File: src/rtl/keypad_scanner_if.sv
// rtl/keypad_scanner_if.sv - keypad matrix and debounced key output bundle
//
// Purpose: groups the keypad matrix lines and the debounced key result of one
//          keypad_scanner instance.
// Signals:
//   rows_n      4  keypad rows, pulled up, low = contact (keypad -> scanner)
//   cols_n      4  one-hot active-low column drive (scanner -> keypad)
//   keys        4  debounced key code (scanner -> consumer)
//   keypressed  1  high while a debounced key is held (scanner -> consumer)
// Modports: master = scanner side, slave = keypad/consumer side.

interface keypad_scanner_if;
   logic [3:0] rows_n;
   logic [3:0] cols_n;
   logic [3:0] keys;
   logic       keypressed;

   modport master (
      input  rows_n,
      output cols_n,
      output keys,
      output keypressed
   );

   modport slave (
      output rows_n,
      input  cols_n,
      input  keys,
      input  keypressed
   );
endinterface

File: src/rtl/keypad_scanner.sv
// rtl/keypad_scanner.sv - 4x4 matrix keypad scanner with synchroniser and debounce
//
// Purpose: drives the keypad columns one at a time, samples the synchronised
//          rows after a settle time, picks the highest-priority pressed key per
//          full scan and publishes it once it is stable for DEBOUNCE_SCANS scans.
// Ports:
//   CLOCK_25  in   system clock (25 MHz)
//   reset     in   synchronous reset, active high
//   kp        master modport: rows_n in, cols_n/keys/keypressed out (registered)

module keypad_scanner #(
   parameter int SETTLE_CYCLES  = 1250,
   parameter int DEBOUNCE_SCANS = 16
) (
   input  logic             CLOCK_25,
   input  logic             reset,
   keypad_scanner_if.master kp
);

   localparam int SW = (SETTLE_CYCLES > 1) ? $clog2(SETTLE_CYCLES) : 1;
   localparam int DW = $clog2(DEBOUNCE_SCANS + 1);
   localparam logic [SW-1:0] SETTLE_LAST = SW'(SETTLE_CYCLES - 1);
   localparam logic [DW-1:0] CNT_MAX     = DW'(DEBOUNCE_SCANS);
   localparam logic [DW-1:0] CNT_FIRE    = DW'(DEBOUNCE_SCANS - 1);

   typedef enum logic [1:0] {
      COL0 = 2'd0,
      COL1 = 2'd1,
      COL2 = 2'd2,
      COL3 = 2'd3
   } col_state_t;

   col_state_t      state;
   col_state_t      state_next;
   logic [SW-1:0]   settle;
   logic [3:0]      rows_meta;
   logic [3:0]      rows_s;

   logic            cand_valid;
   logic [3:0]      cand_code;
   logic            prev_valid;
   logic [3:0]      prev_code;
   logic [DW-1:0]   cnt;

   logic            apply_pend;
   logic            apply_valid;
   logic [3:0]      apply_code;

   logic            hit;
   logic [1:0]      hit_row;
   logic [1:0]      col_idx;
   logic [1:0]      next_idx;
   logic [3:0]      hit_code;
   logic            res_valid;
   logic [3:0]      res_code;

   // Phone-layout code for the key at (row, col).
   function automatic logic [3:0] code_of(input logic [1:0] row, input logic [1:0] col);
      logic [3:0] c;
      case ({row, col})
         4'h0: c = 4'd1;
         4'h1: c = 4'd2;
         4'h2: c = 4'd3;
         4'h3: c = 4'd10;
         4'h4: c = 4'd4;
         4'h5: c = 4'd5;
         4'h6: c = 4'd6;
         4'h7: c = 4'd11;
         4'h8: c = 4'd7;
         4'h9: c = 4'd8;
         4'hA: c = 4'd9;
         4'hB: c = 4'd12;
         4'hC: c = 4'd14;
         4'hD: c = 4'd0;
         4'hE: c = 4'd15;
         4'hF: c = 4'd13;
      endcase
      return c;
   endfunction

   always_comb begin
      state_next = COL0;
      case (state)
         COL0:    state_next = COL1;
         COL1:    state_next = COL2;
         COL2:    state_next = COL3;
         COL3:    state_next = COL0;
         default: state_next = COL0;
      endcase
   end

   assign col_idx  = state;
   assign next_idx = state_next;

   // Lowest pressed row in the driven column; descending loop lets row 0 win.
   always_comb begin
      hit     = 1'b0;
      hit_row = 2'd0;
      for (int r = 3; r >= 0; r--) begin
         if (!rows_s[r]) begin
            hit     = 1'b1;
            hit_row = 2'(r);
         end
      end
   end

   assign hit_code = code_of(hit_row, col_idx);

   // Full-scan result as seen at the COL3 sample; an earlier column always wins.
   // "none" carries code 0 so that result comparison is a plain equality.
   assign res_valid = cand_valid | hit;
   assign res_code  = cand_valid ? cand_code : (hit ? hit_code : 4'd0);

   always_ff @(posedge CLOCK_25) begin
      if (reset) begin
         rows_meta     <= 4'hF;
         rows_s        <= 4'hF;
         state         <= COL0;
         settle        <= '0;
         cand_valid    <= 1'b0;
         cand_code     <= 4'd0;
         prev_valid    <= 1'b0;
         prev_code     <= 4'd0;
         cnt           <= '0;
         apply_pend    <= 1'b0;
         apply_valid   <= 1'b0;
         apply_code    <= 4'd0;
         kp.cols_n     <= 4'b1110;
         kp.keys       <= 4'd0;
         kp.keypressed <= 1'b0;
      end else begin
         rows_meta  <= kp.rows_n;
         rows_s     <= rows_meta;
         apply_pend <= 1'b0;

         // Outputs follow the debounce decision by one cycle; a "none" event
         // drops keypressed but keeps the last code on keys.
         if (apply_pend) begin
            if (apply_valid) begin
               kp.keys       <= apply_code;
               kp.keypressed <= 1'b1;
            end else begin
               kp.keypressed <= 1'b0;
            end
         end

         if (settle == SETTLE_LAST) begin
            settle    <= '0;
            state     <= state_next;
            kp.cols_n <= ~(4'b0001 << next_idx);

            if (state == COL3) begin
               cand_valid <= 1'b0;
               cand_code  <= 4'd0;
               if ({res_valid, res_code} == {prev_valid, prev_code}) begin
                  if (cnt != CNT_MAX) begin
                     cnt <= cnt + 1'b1;
                  end
                  // Fire only on the transition into saturation.
                  if (cnt == CNT_FIRE) begin
                     apply_pend  <= 1'b1;
                     apply_valid <= res_valid;
                     apply_code  <= res_code;
                  end
               end else begin
                  cnt        <= DW'(1);
                  prev_valid <= res_valid;
                  prev_code  <= res_code;
               end
            end else if (!cand_valid && hit) begin
               cand_valid <= 1'b1;
               cand_code  <= hit_code;
            end
         end else begin
            settle <= settle + 1'b1;
         end
      end
   end

endmodule

File: src/flat_wrapper.sv
// flat-port wrapper written by rule: the top's interface ports become plain ports
module keypad_scanner_flat 
#(
   parameter int SETTLE_CYCLES  = 1250,
   parameter int DEBOUNCE_SCANS = 16
)
  (CLOCK_25, reset, kp_rows_n, kp_cols_n, kp_keys, kp_keypressed);
  keypad_scanner_if kp_i ();
  input  logic CLOCK_25;
  input  logic reset;
  input wire logic [$bits(kp_i.rows_n)-1:0] kp_rows_n;
  output wire logic [$bits(kp_i.cols_n)-1:0] kp_cols_n;
  output wire logic [$bits(kp_i.keys)-1:0] kp_keys;
  output wire logic [$bits(kp_i.keypressed)-1:0] kp_keypressed;
  assign kp_i.rows_n = kp_rows_n;
  assign kp_cols_n = kp_i.cols_n;
  assign kp_keys = kp_i.keys;
  assign kp_keypressed = kp_i.keypressed;
  keypad_scanner #(.SETTLE_CYCLES(SETTLE_CYCLES), .DEBOUNCE_SCANS(DEBOUNCE_SCANS)) u_core (.CLOCK_25(CLOCK_25), .reset(reset), .kp(kp_i));
endmodule
File: config.mk
export PLATFORM = sky130hd
export DESIGN_NAME = keypad_scanner_flat
export DESIGN_NICKNAME = d
export VERILOG_FILES = /design/src/rtl/keypad_scanner_if.sv /design/src/rtl/keypad_scanner.sv /design/src/flat_wrapper.sv
export SDC_FILE = /design/constraint.sdc
export NUM_CORES = 1
export LEC_CHECK = 0
export CORE_UTILIZATION = 59
export CTS_CLUSTER_DIAMETER = 100
export DETAILED_ROUTE_END_ITERATION = 16
export PLACE_DENSITY_LB_ADDON = 0.3
export SLEW_MARGIN = 20
export SYNTH_ARGS = -nofsm -noshare
export SYNTH_HDL_FRONTEND = slang
export SYNTH_SLANG_ARGS = --single-unit
File: constraint.sdc
create_clock -name CLOCK_25 -period 2.7 [get_ports CLOCK_25]
set_clock_uncertainty 0.1 [all_clocks]
set_input_delay 0.54 -clock CLOCK_25 [delete_from_list [all_inputs] [get_ports CLOCK_25]]
set_output_delay 0.54 -clock CLOCK_25 [all_outputs]
set_load 0.03 [all_outputs]
==> impl_metrics.yaml <==
outcome:
  status: "finished clean"
route:
  drc: 0
  wirelength_um: 4790
  firstDrtPassIters: 4
  avgViaCountPerCell: 5.69
  dr.first_iter.drc_count: 83
  drtAntennaViolNets: 0
  dr_total_vias: 1939
  wire_per_inst_um: 14.0
clock_tree:
  clk_latency_ns: 0.30
  clk_path_buf_depth: 2
  cts_buffers: 5
  htreeDepth: 2
  cts_root_buf: "clkbuf_8"
  tritoncts: "done"
  clk_pin_slew_ns: 0.08
  hold_buffers: 0
  cts.sinks: 51
global_route:
  grt_first_pass_wirelength_um: 7710
  grt_overflow: 0
  grt_max_degree: 24
  grt_pass1_vias: 1772
  grt_usage: 0.227
  grt_antenna_before_repair: 0
logic_synthesis:
  synth_top_area_share: 0.403
  netlist_area_sq_um: 2530
  synthTopCellsByArea: "dfxtp_1 (40%), ha_1 (5.9%), nor2_1 (4.0%)"
  ys_seq_elements: 51
  synth_edf_count: 0
  synthArstFlopShare: 0
  ys.flop_type: "dfxtp_1"
  yosysUniqueCellTypes: 55
  synth_cells: 274
  yosys_warnings: 0
  syn_nets: 292
  avgSynthCellArea_sq_um: 9.24
  yosys.area.top_type: "dfxtp_1"
  ys_seq_area_frac: 0.403
floorplan:
  rows: 23
  dieArea_sq_um: 4560
  ios: 15
  chipWidth_um: 67.5
  core_sq_um: 4060
  die_h_um: 67.5
  initial_core_util: 0.624
timing:
  fin_crit_sh: 0.939
  grt_setup_unrepaired: "false"
  setup_viol: 0
  worst_slew_pin_slew_ns: 0.610
  setup_tns_ns: 0
  drv_slew: 0
  timing.slew.headroom: 0.593
  period_minus_slack_ns: 2.53
  hold_viol_final: 0
  fmax_mhz: 395
final_layout:
  finalNetCount: 310
  final_core_util: 0.692
  regArea_sq_um: 1020
  drive_above_1_share: 0.124
  multi_input_area_sq_um: 1430
  area_growth_pct: 10.9
  n_antenna_cell: 0
  num-fill-cells: 310
place:
  io_buffer_count: 14
  place_congestion: 0.873
  hpwlAfterDp_um: 3540
critical_path:
  path_cells: "inv_1 -> ha_1 -> o21ai_1 -> o2111ai_1 -> mux2i_1 -> nor3_4 -> a31oi_4 -> mux2_4"
  required_ns: 2.79
  r2r_setup_slack_ns: 0.17
  crit_path_max_fanout: 7
  endpoint_kind: "flop"
  start_kind: "flop"
  path_class: "flop to flop"
  crit_slowest_cell: "dfxtp_2"
  worst_path_largest_cell_delay_ns: 0.39
  cp.arrival_ns: 2.63
power_and_ir_drop:
  vdd_ir_drop_max_uv: 381
  power_leakage_uw: 0.00103
  p_per_area_nw_per_um2: 455
run:
  drv_cap: 0
worst_hold_path:
  hold_path.class: "flop to flop"
## routing by layer
layer,track usage,share of wire,routed length (um),vias up
li1,-,-,-,994
met1,0.287,0.47,2230,896
met2,0.376,0.48,2290,41
met3,0.0422,0.039,188,8
met4,0.0931,0.016,77,0
met5,0,0,0,-
## worst max-delay path, delay by kind of cell (launching register included)
family	cells	cell delay, ns
DFF	1	0.39
buffers and inverters	1	0.13
AOI/OAI and AO/OA	3	0.73
adders and majority gates	1	0.32
and+or+nand+nor	1	0.10
muxes	2	0.67
## power breakdown
| group | leakage [uW] | total (uW) | switching (uW) | internal [uW] |
|---|---|---|---|---|
| clock network | 0.0000361 | 404 | 231 | 172 |
| logic | 0.000582 | 103 | 53.2 | 49.6 |
| registers | 0.000414 | 772 | 11.4 | 761 |
| total | 0.00103 | 1280 | 296 | 983 |
## layout by cell type (no fill, tap or decap), drive strengths merged, types with 3 or more instances in the layout
| master | count |
|---|---|
| nor2 | 27 |
| nand2b | 10 |
| clkbuf | 5 |
| or2 | 9 |
| nand3 | 12 |
| a21oi | 11 |
| nand2 | 22 |
| inv | 9 |
| a211o | 3 |
| nor3 | 6 |
| a41oi | 3 |
| a22oi | 3 |
| mux2i | 6 |
| buf | 6 |
| nor2b | 10 |
| nand4 | 5 |
| a211oi | 4 |
| clkdlybuf4s50 | 14 |
| o21ai | 10 |
| xor2 | 8 |
| mux2 | 4 |
| nor3b | 3 |
| and3 | 6 |
| dfxtp | 51 |
| ha | 12 |
| and2 | 4 |
## final cells by class
type,count,area share
clock buffer,5,0.0245
clock inverter,1,0.00267
inverter,9,0.0120
multi-input combinational,205,0.508
sequential,51,0.364
tap,50,0.0223
timing repair buffer,20,0.0660
## logic make-up (layout without fill, tap and decap cells)
family	count (synthesis)	in the layout	share of synthesized area
buffers and inverters	18	35	0.0326
XOR/XNOR	10	10	0.0346
AO/OA/AOI/OAI	50	50	0.158
adder cells (fa/ha/maj)	12	12	0.0593
multiplexers	10	10	0.0445
AND/OR/NAND/NOR	123	123	0.267
flip-flops	51	51	0.403
## what timing repair did
action | CTS | global route
resized for setup | 0 | 1
endpoints found under the setup margin | 0 | 7
buffers inserted | 0 | 1
## synthesized netlist by cell type (6+ instances only)
cell / count
dfxtp_1: 51
nor2_1: 27
nand2_1: 22
ha_1: 12
nand3_1: 12
a21oi_1: 11
nand2b_1: 10
nor2b_1: 10
o21ai_0: 9
or2_2: 9
inv_1: 8
xor2_1: 8
clkbuf_1: 7
and3_1: 6
mux2i_1: 6
## final timing paths
path	end	cells past startpoint	start
min reg2reg	u_core.rows_s[1]	1	u_core.rows_meta[1]
min	u_core.rows_s[1]	1	u_core.rows_meta[1]
max	u_core.prev_code[3]	8	u_core.col_idx[0]
max reg2reg	u_core.prev_code[3]	8	u_core.col_idx[0]
## registers in the layout, summed over array words and instances, names as in the netlist
register and cells:
u_core.apply_code 4, u_core.apply_pend 1, u_core.apply_valid 1, u_core.cand_code 4, u_core.cand_valid 1, u_core.cnt 5
u_core.col_idx 2, u_core.kp.cols_n 4, u_core.kp.keypressed 1, u_core.kp.keys 4, u_core.prev_code 4, u_core.prev_valid 1
u_core.rows_meta 4, u_core.rows_s 4, u_core.settle 11
## stage by stage
step | instance area (sq um) | power, uW | setup slack, ns | instances | hold slack (ns)
floorplan | 2530 | 866 | 0.256 | 274 | 0.289
global placement | 2720 | 887 | 0.186 | 334 | 0.291
detailed placement | 2720 | 889 | 0.0646 | 334 | 0.304
CTS | 2800 | 1280 | 0.0642 | 340 | 0.323
global route | 2810 | 1330 | 0.0204 | 341 | 0.339
finish | 2810 | 1280 | 0.165 | 341 | 0.318
Power figures use the tool's default switching activity.
